[src/rtl/cpu_stage_ctrl.sv]
// Multi-cycle stage sequencer for the RV32 datapath: fetch/decode/exec/mem/writeback.
// Optional macro PERF_CNT_EN adds cycle_cnt and instret_cnt performance counters.
module cpu_stage_ctrl #(
    parameter int unsigned TIMEOUT = 16,
    parameter int unsigned TW      = 8
) (
    input  logic        clk,
    input  logic        rst,
    input  logic        run,
    input  logic        imem_ack,
    input  logic        dmem_ack,
    input  logic        mem_ren,
    input  logic        mem_wen,
    input  logic        reg_wen,
    input  logic        halt_ins,
    output logic        imem_req,
    output logic        dmem_req,
    output logic        dmem_we,
    output logic        ir_we,
    output logic        pc_we,
    output logic        reg_we,
    output logic        halted,
    output logic        err,
    output logic [2:0]  state
`ifdef PERF_CNT_EN
    ,
    output logic [31:0] cycle_cnt,
    output logic [31:0] instret_cnt
`endif
);

    typedef enum logic [2:0] {
        S_IDLE   = 3'd0,
        S_FETCH  = 3'd1,
        S_DECODE = 3'd2,
        S_EXEC   = 3'd3,
        S_MEM    = 3'd4,
        S_WB     = 3'd5,
        S_HALT   = 3'd6,
        S_ERR    = 3'd7
    } state_t;

    state_t          state_q, state_d;
    logic [TW-1:0]   tcnt_q, tcnt_d;
    logic            timeout_hit;

    // tcnt holds (request cycles elapsed - 1); the last legal ack cycle sees TIMEOUT-1.
    assign timeout_hit = (tcnt_q == TW'(TIMEOUT - 1));

    always_ff @(posedge clk or posedge rst) begin
        if (rst) begin
            state_q <= S_IDLE;
            tcnt_q  <= '0;
        end else begin
            state_q <= state_d;
            tcnt_q  <= tcnt_d;
        end
    end

    // tcnt_d defaults to zero so every entry to FETCH/MEM starts a fresh window.
    always_comb begin
        state_d = state_q;
        tcnt_d  = '0;
        case (state_q)
            S_IDLE: begin
                if (run) state_d = S_FETCH;
            end
            S_FETCH: begin
                if (imem_ack)         state_d = S_DECODE;
                else if (timeout_hit) state_d = S_ERR;
                else                  tcnt_d  = tcnt_q + TW'(1);
            end
            S_DECODE: begin
                state_d = halt_ins ? S_HALT : S_EXEC;
            end
            S_EXEC: begin
                if (mem_ren && mem_wen)      state_d = S_ERR;
                else if (mem_ren || mem_wen) state_d = S_MEM;
                else                         state_d = S_WB;
            end
            S_MEM: begin
                if (dmem_ack)         state_d = S_WB;
                else if (timeout_hit) state_d = S_ERR;
                else                  tcnt_d  = tcnt_q + TW'(1);
            end
            S_WB: begin
                state_d = run ? S_FETCH : S_IDLE;
            end
            default: begin
                state_d = state_q;
            end
        endcase
    end

    always_comb begin
        imem_req = (state_q == S_FETCH);
        dmem_req = (state_q == S_MEM);
        dmem_we  = (state_q == S_MEM) && mem_wen;
        ir_we    = (state_q == S_FETCH) && imem_ack;
        pc_we    = (state_q == S_WB);
        reg_we   = (state_q == S_WB) && reg_wen;
        halted   = (state_q == S_HALT);
        err      = (state_q == S_ERR);
    end

    assign state = state_q;

`ifdef PERF_CNT_EN
    logic [31:0] cycle_cnt_q, cycle_cnt_d;
    logic [31:0] instret_cnt_q, instret_cnt_d;

    always_comb begin
        cycle_cnt_d   = cycle_cnt_q;
        instret_cnt_d = instret_cnt_q;
        if (state_q != S_IDLE && state_q != S_HALT && state_q != S_ERR)
            cycle_cnt_d = cycle_cnt_q + 32'd1;
        if (state_q == S_WB)
            instret_cnt_d = instret_cnt_q + 32'd1;
    end

    always_ff @(posedge clk or posedge rst) begin
        if (rst) begin
            cycle_cnt_q   <= '0;
            instret_cnt_q <= '0;
        end else begin
            cycle_cnt_q   <= cycle_cnt_d;
            instret_cnt_q <= instret_cnt_d;
        end
    end

    assign cycle_cnt   = cycle_cnt_q;
    assign instret_cnt = instret_cnt_q;
`endif

endmodule

[config.mk]
export PLATFORM = sky130hd
export DESIGN_NAME = cpu_stage_ctrl
export DESIGN_NICKNAME = d
export VERILOG_FILES = /design/src/rtl/cpu_stage_ctrl.sv
export SDC_FILE = /design/constraint.sdc
export NUM_CORES = 1
export LEC_CHECK = 0
export CAP_MARGIN = 20
export CORE_MARGIN = 5
export CORE_UTILIZATION = 33
export CTS_CLUSTER_SIZE = 24
export DETAILED_ROUTE_END_ITERATION = 16
export GPL_ROUTABILITY_DRIVEN = 0
export PLACE_DENSITY_LB_ADDON = 0.15
export SLEW_MARGIN = 15
export SYNTH_ARGS = -nofsm -noshare
export SYNTH_HDL_FRONTEND = slang
export SYNTH_SLANG_ARGS = --single-unit
[constraint.sdc]
create_clock -name clk -period 2.03 [get_ports clk]
set_input_delay 0.3045 -clock clk [delete_from_list [all_inputs] [get_ports clk]]
set_output_delay 0.3045 -clock clk [all_outputs]
set_load 0.02 [all_outputs]
==> reports/metrics.cfg, run 1 <==
[power]
switching_share_pct=38.8
p_int_uw=577
p_switching_uw=367
p_comb_share_pct=52.0
peakVddDrop_v=0.000612
p_seq_share_pct=32.5
p_total_uw=944
power_density_nw_per_um2=1050
p_clk_share_pct=15.5
p_leak_uw=0.000419

[clocking]
post_cts_buffers=0
cts_tree=done
clk_latency_ns=0.26
clkSinkCount=11
h-tree-depth=1
clock_tree.buffer_depth=2
clkTransAtPathRegs_ns=0.07
root_buffer=clkbuf_4
cts_buffers=3

[floorplan]
die_h_um=54.4
die_area_um2=2960
fp.coreArea_um2=1920
start_util_pct=33.9
num_rows=16
die_w_um=54.4
io_pins=20

[setup_path]
r2r-start=state[0]
start_kind=register
critPathRequiredTime_ns=1.73
critPathArrivalTime_ns=1.61
crit_family=simple AND/OR/NAND/NOR gates
crit_slowest_cell=dfrtp_1
critPathLaunch=state[0]
path_class=register to primary output
crit_path_max_fanout=7
crit_chain=or2b_2 > nor2_1 > and2_1 > dlygate4sd2_1
crit_buf_inv=1
crit_path_end_kind=primary output
critPathMaxStageDelay_ns=0.44

[global_routing]
use_met3_pct=4.90
grt_usage_pct=11.2
grt.busiest_layer=met2
antenna_found_initial=0
grt_pass1_vias=518
grt_use_met2_pct=16.5
grt_max_degree=12
grt_use_met1_pct=14.6
grt_pass1_wl_um=2350
overflow=0

[sta]
fin_tns_setup_ns=0
finalMaxSlewViolations=0
fin_skew_ns=0.000411
final-setup-viol-count=0
rsz0062_at_grt=false
layout_min_cycle_time_ns=1.91
finalWorstSetupSlack_ns=0.120
timing.final.crit_share_pct=94.1
finalHoldViolations=0
fmax_ghz=0.524
tightest_slew_ns=0.417
slew_headroom_pct=72.2
finalHoldWorstSlack_ns=0.326

[synthesis]
yosysWarnings=0
syn_area_um2=652
seq_area_frac_synth_pct=42.2
synth.distinct_cells=27
synthCells=71
syn_avg_cell_area_um2=9.18
synth_seq_cells=11
syn-num-nets=82

[status]
status=complete, no violations

[place]
hpwl_um=1070
dpl_worst_slack_ns=0.108
port_buffers=19

[detailed_routing]
vias=557
postRouteAntennaNets=0
drt_iter0_drc=3
vias_per_cell=4.60
routed_wl_um=1320
drcViolationCount=0
wl_per_cell_um=10.9
firstDrtPassIters=4

[cells_and_area]
layout-drive-gt1-share_pct=11.7
syn2layout_area_growth_pct=38.0
nNetsFinal=106
utilization_pct=46.8
antenna_cells=0

[worst_hold_path]
hp-class=input port to async pin

[job]
drv_cap=0

[cells in the mapped netlist]
cell type / n / area (µm²)
nor2_1: 15 / 56.3
dfrtp_1: 11 / 275
nand2_1: 5 / 18.8
nor3_1: 4 / 20.0
xnor2_1: 4 / 35.0
and2_1: 3 / 18.8
inv_1: 3 / 11.3
ha_1: 2 / 25.0
nand3_1: 2 / 10.0
o21ai_0: 2 / 10.0
or2b_1: 2 / 15.0
or3b_1: 2 / 17.5
xor2_1: 2 / 17.5
a21o_1: 1 / 7.51
a221o_2: 1 / 11.3
a31oi_1: 1 / 6.26
and3_1: 1 / 6.26
buf_6: 1 / 11.3
clkbuf_1: 1 / 3.75
mux2i_1: 1 / 10.0
nand2b_4: 1 / 13.8
nand3b_1: 1 / 7.51
nor4_1: 1 / 6.26
o211ai_1: 1 / 7.51
o21ba_2: 1 / 10.0
o221a_2: 1 / 11.3
or2b_2: 1 / 8.76
[metal layers]
metal | part of all wire (%) | routed length, µm
met3 | 5.1 | 67
met1 | 48 | 639
met5 | 0 | 0
met4 | 0 | 0
met2 | 47 | 617
[what timing repair did]
action / CTS / global route
hold buffers: 0 / 0
pin swaps: 0 / 0
setup endpoints to repair: 5 / 2
gates resized for setup: 5 / 2
[per-stage QoR]
stage	cell area, µm²	instances
6_report	900	121
5_1_grt	900	121
4_1_cts	896	121
3_5_place_dp	876	117
3_3_place_gp	876	117
2_1_floorplan	652	71
[layout make-up]
class | count | area [µm²]
Fill cell | 207 | 1020
Sequential cell | 11 | 277
Tap cell | 27 | 33.8
Clock buffer | 4 | 26.3
Multi-Input combinational cell | 55 | 350
Inverter | 3 | 11.3
Timing Repair Buffer | 21 | 201
[cells by family after synthesis]
group | Yosys count | share of synthesized area [%]
AO/OA/AOI/OAI | 8 | 9.79
XOR/XNOR | 6 | 8.06
adder cells (fa/ha/maj) | 2 | 3.84
buffers and inverters | 5 | 4.03
flip-flops | 11 | 42.2
multiplexers | 1 | 1.54
AND/OR/NAND/NOR | 38 | 30.5
[sequential cells by signal, summed over array words and instances (netlist names)]
| register | count |
|---|---|
| tcnt_q | 8 |
| state | 3 |
[final timing paths]
| check | end | slack (ns) | depth (start not counted) |
|---|---|---|---|
| hold reg to reg | tcnt_q[0] | 0.47 | 1 |
| min in group clk | tcnt_q[0] | 0.47 | 1 |
| max in group asynchronous | state[1] | 1.39 | 2 |
| hold / removal | tcnt_q[0] | 0.33 | 2 |
| setup reg to reg | tcnt_q[7] | 0.43 | 5 |
| setup / recovery | dmem_we | 0.12 | 4 |
[cells in the final DEF (no fill, tap or decap), types with 2 or more instances in the layout]
| cell type | n |
|---|---|
| xnor2_1 | 4 |
| nand3_1 | 2 |
| or3b_1 | 2 |
| nand2_1 | 5 |
| and2_1 | 3 |
| nor2_1 | 15 |
| nor3_1 | 4 |
| o21ai_0 | 2 |
| clkbuf_4 | 3 |
| dfrtp_1 | 10 |
| clkdlybuf4s50_1 | 13 |
| or2b_1 | 2 |
| dlygate4sd2_1 | 5 |
| ha_1 | 2 |
| inv_1 | 3 |
| xor2_1 | 2 |
| buf_4 | 2 |
[power groups by stage]
stage,combinational (µW),clock [µW],sequential [µW]
global placement,524,0,308
CTS,499,153,306
floorplan,313,0,320
detailed placement,518,0,311
global route,534,170,314
finish,491,146,307
Note: power is estimated with default switching activity, not from simulation.
==> run 2: changes to the inputs <==
Settings changed: ABC_CLOCK_PERIOD_IN_PS from default to 2029.
==> results of run 2 <==
No change in the layout: final DEF, timing and power equal those of run 1.
==> run 3: changes to the inputs <==
Settings changed: PLACE_DENSITY from default to 0.59, PLACE_DENSITY_LB_ADDON 0.15 to default.
==> reports/metrics.cfg, run 3 (synthesized netlist as in run 1, its figures left out) <==
[power]
p_leak_uw=0.000399  ; was 0.000419 µW
peakVddDrop_v=0.000586  ; was 0.000612 V
power_density_nw_per_um2=1050  ; about the same
p_clk_share_pct=15.8  ; was 15.5%
p_switching_uw=363  ; was 367 µW
p_comb_share_pct=50.6  ; was 52.0%
p_seq_share_pct=33.6  ; was 32.5%
switching_share_pct=39.0  ; was 38.8%
p_int_uw=569  ; was 577 µW

[setup_path]
critPathRequiredTime_ns=1.73  ; about the same
crit_path_max_fanout=6  ; was 7
start_kind=register  ; unchanged
critPathArrivalTime_ns=1.62  ; was 1.61 ns
crit_path_end_kind=primary output  ; unchanged
path_class=register to primary output  ; unchanged

[sta]
fmax_ghz=0.519  ; was 0.524 GHz
fin_tns_setup_ns=0  ; unchanged
finalMaxSlewViolations=0  ; unchanged
tightest_slew_ns=0.401  ; was 0.417 ns
fin_skew_ns=0.00741  ; was 0.000411 ns
finalHoldWorstSlack_ns=0.317  ; was 0.326 ns
finalHoldViolations=0  ; unchanged
layout_min_cycle_time_ns=1.93  ; was 1.91 ns
slew_headroom_pct=73.3  ; was 72.2%
rsz0062_at_grt=false  ; unchanged
timing.final.crit_share_pct=94.9  ; was 94.1%
final-setup-viol-count=0  ; unchanged

[cells_and_area]
fin_cells=120  ; was 121
fin_area_um2=890  ; was 900 µm²
nNetsFinal=105  ; was 106
num-fill-cells=200  ; was 207
final_common_cell=nor2_1  ; unchanged
final_cell_mix=nor2_1 (15), clkdlybuf4s50_1 (13), dfrtp_1 (9)  ; was nor2_1 (15), clkdlybuf4s50_1 (13), dfrtp_1 (10)
syn2layout_area_growth_pct=36.5  ; was 38.0%
antenna_cells=0  ; unchanged
largest_reg_flops=8  ; unchanged
layout-drive-gt1-share_pct=11.8  ; was 11.7%
top_register=tcnt_q  ; unchanged

[clocking]
cts_tree=done  ; unchanged
clkTransAtPathRegs_ns=0.07  ; about the same
root_buffer=clkbuf_4  ; unchanged
cts_buffers=3  ; unchanged
ctsHoldBuffers=0  ; unchanged
clkSinkCount=11  ; unchanged
clock_tree.buffer_depth=2  ; unchanged
clk_latency_ns=0.27  ; was 0.26 ns
h-tree-depth=1  ; unchanged

[detailed_routing]
drt_iter0_drc=11  ; was 3
drcViolationCount=0  ; unchanged
wl_per_cell_um=11.5  ; was 10.9 µm
firstDrtPassIters=4  ; unchanged
vias=568  ; was 557
routed_wl_um=1390  ; was 1320 µm
vias_per_cell=4.73  ; was 4.60
postRouteAntennaNets=0  ; unchanged

[place]
port_buffers=19  ; unchanged
place_area_um2=868  ; was 876 µm²
placedCellCount=116  ; was 117
hpwl_um=1100  ; was 1070 µm

[floorplan]
num_rows=16  ; unchanged
die_w_um=54.4  ; unchanged
start_util_pct=33.9  ; unchanged
fp.coreArea_um2=1920  ; unchanged
die_area_um2=2960  ; unchanged
die_h_um=54.4  ; unchanged
io_pins=20  ; unchanged

[global_routing]
overflow=0  ; unchanged
grt_max_degree=12  ; unchanged
grt_usage_pct=10.6  ; was 11.2%
antenna_found_initial=0  ; unchanged
grt_pass1_vias=533  ; was 518
grt_pass1_wl_um=2300  ; was 2350 µm

[worst_hold_path]
hp-class=input port to async pin  ; unchanged

[job]
drv_cap=0  ; unchanged

[status]
status=complete, no violations  ; unchanged

==> run 3: final timing paths <==
path / startpoint / to / slack [ns] / depth (start not counted)
max: state[0] / pc_we / 0.10 / 4
min: rst / tcnt_q[5] / 0.32 / 2
max reg2reg: tcnt_q[4] / state[0] / 0.47 / 4
min reg2reg: tcnt_q[0] / tcnt_q[0] / 0.46 / 1
max in group asynchronous: rst / state[2] / 1.40 / 2
min in group clk: tcnt_q[0] / tcnt_q[0] / 0.46 / 1
==> run 3: final cells by class <==
cell class,instances,area (µm²),area share [%]
multi-input combinational,55,350,39.4
sequential,11,278,31.2
tap,27,33.8,3.80
timing repair buffer,20,190,21.4
clock buffer,4,26.3,2.95
inverter,3,11.3,1.27
==> run 3: power groups by stage <==
stage / Clock (µW) / Sequential, µW / Combinational [µW]
after floorplan: 0 / 320 / 313
after global placement: 0 / 312 / 502
after detailed placement: 0 / 315 / 501
after CTS: 150 / 312 / 478
after global routing: 161 / 321 / 522
final: 148 / 313 / 471
==> run 3: worst max-delay path, stage by stage, from the launching register on <==
cell	delay, ns
dfrtp_1	0.40
buf_4	0.16
nand2_1	0.07
nor2_1	0.11
clkdlybuf4s50_1	0.62
==> run 3: per-layer routing <==
| layer | part of all wire, % | GRT usage, % | wire length (µm) |
|---|---|---|---|
| met5 | 0 | 0 | 0 |
| met4 | 1.5 | 4.98 | 21 |
| met3 | 10 | 1.91 | 142 |
| met2 | 43 | 18.1 | 591 |
| met1 | 46 | 12.8 | 631 |
==> run 3: stage by stage <==
stage | setup WS [ns] | utilization (%) | power [µW]
2_1_floorplan | 0.197 | - | 634
3_3_place_gp | 0.129 | 45.2 | 814
3_5_place_dp | 0.0874 | 45.2 | 816
4_1_cts | 0.0627 | 46.2 | 940
5_1_grt | 0.00437 | 46.3 | 1000
6_report | 0.104 | 46.3 | 932
==> run 3: timing repair <==
action                     4_1_cts  5_1_grt
gates resized for setup          7        1
gates cloned                     0        0
setup buffers                    0        0
setup endpoints to repair        6        1
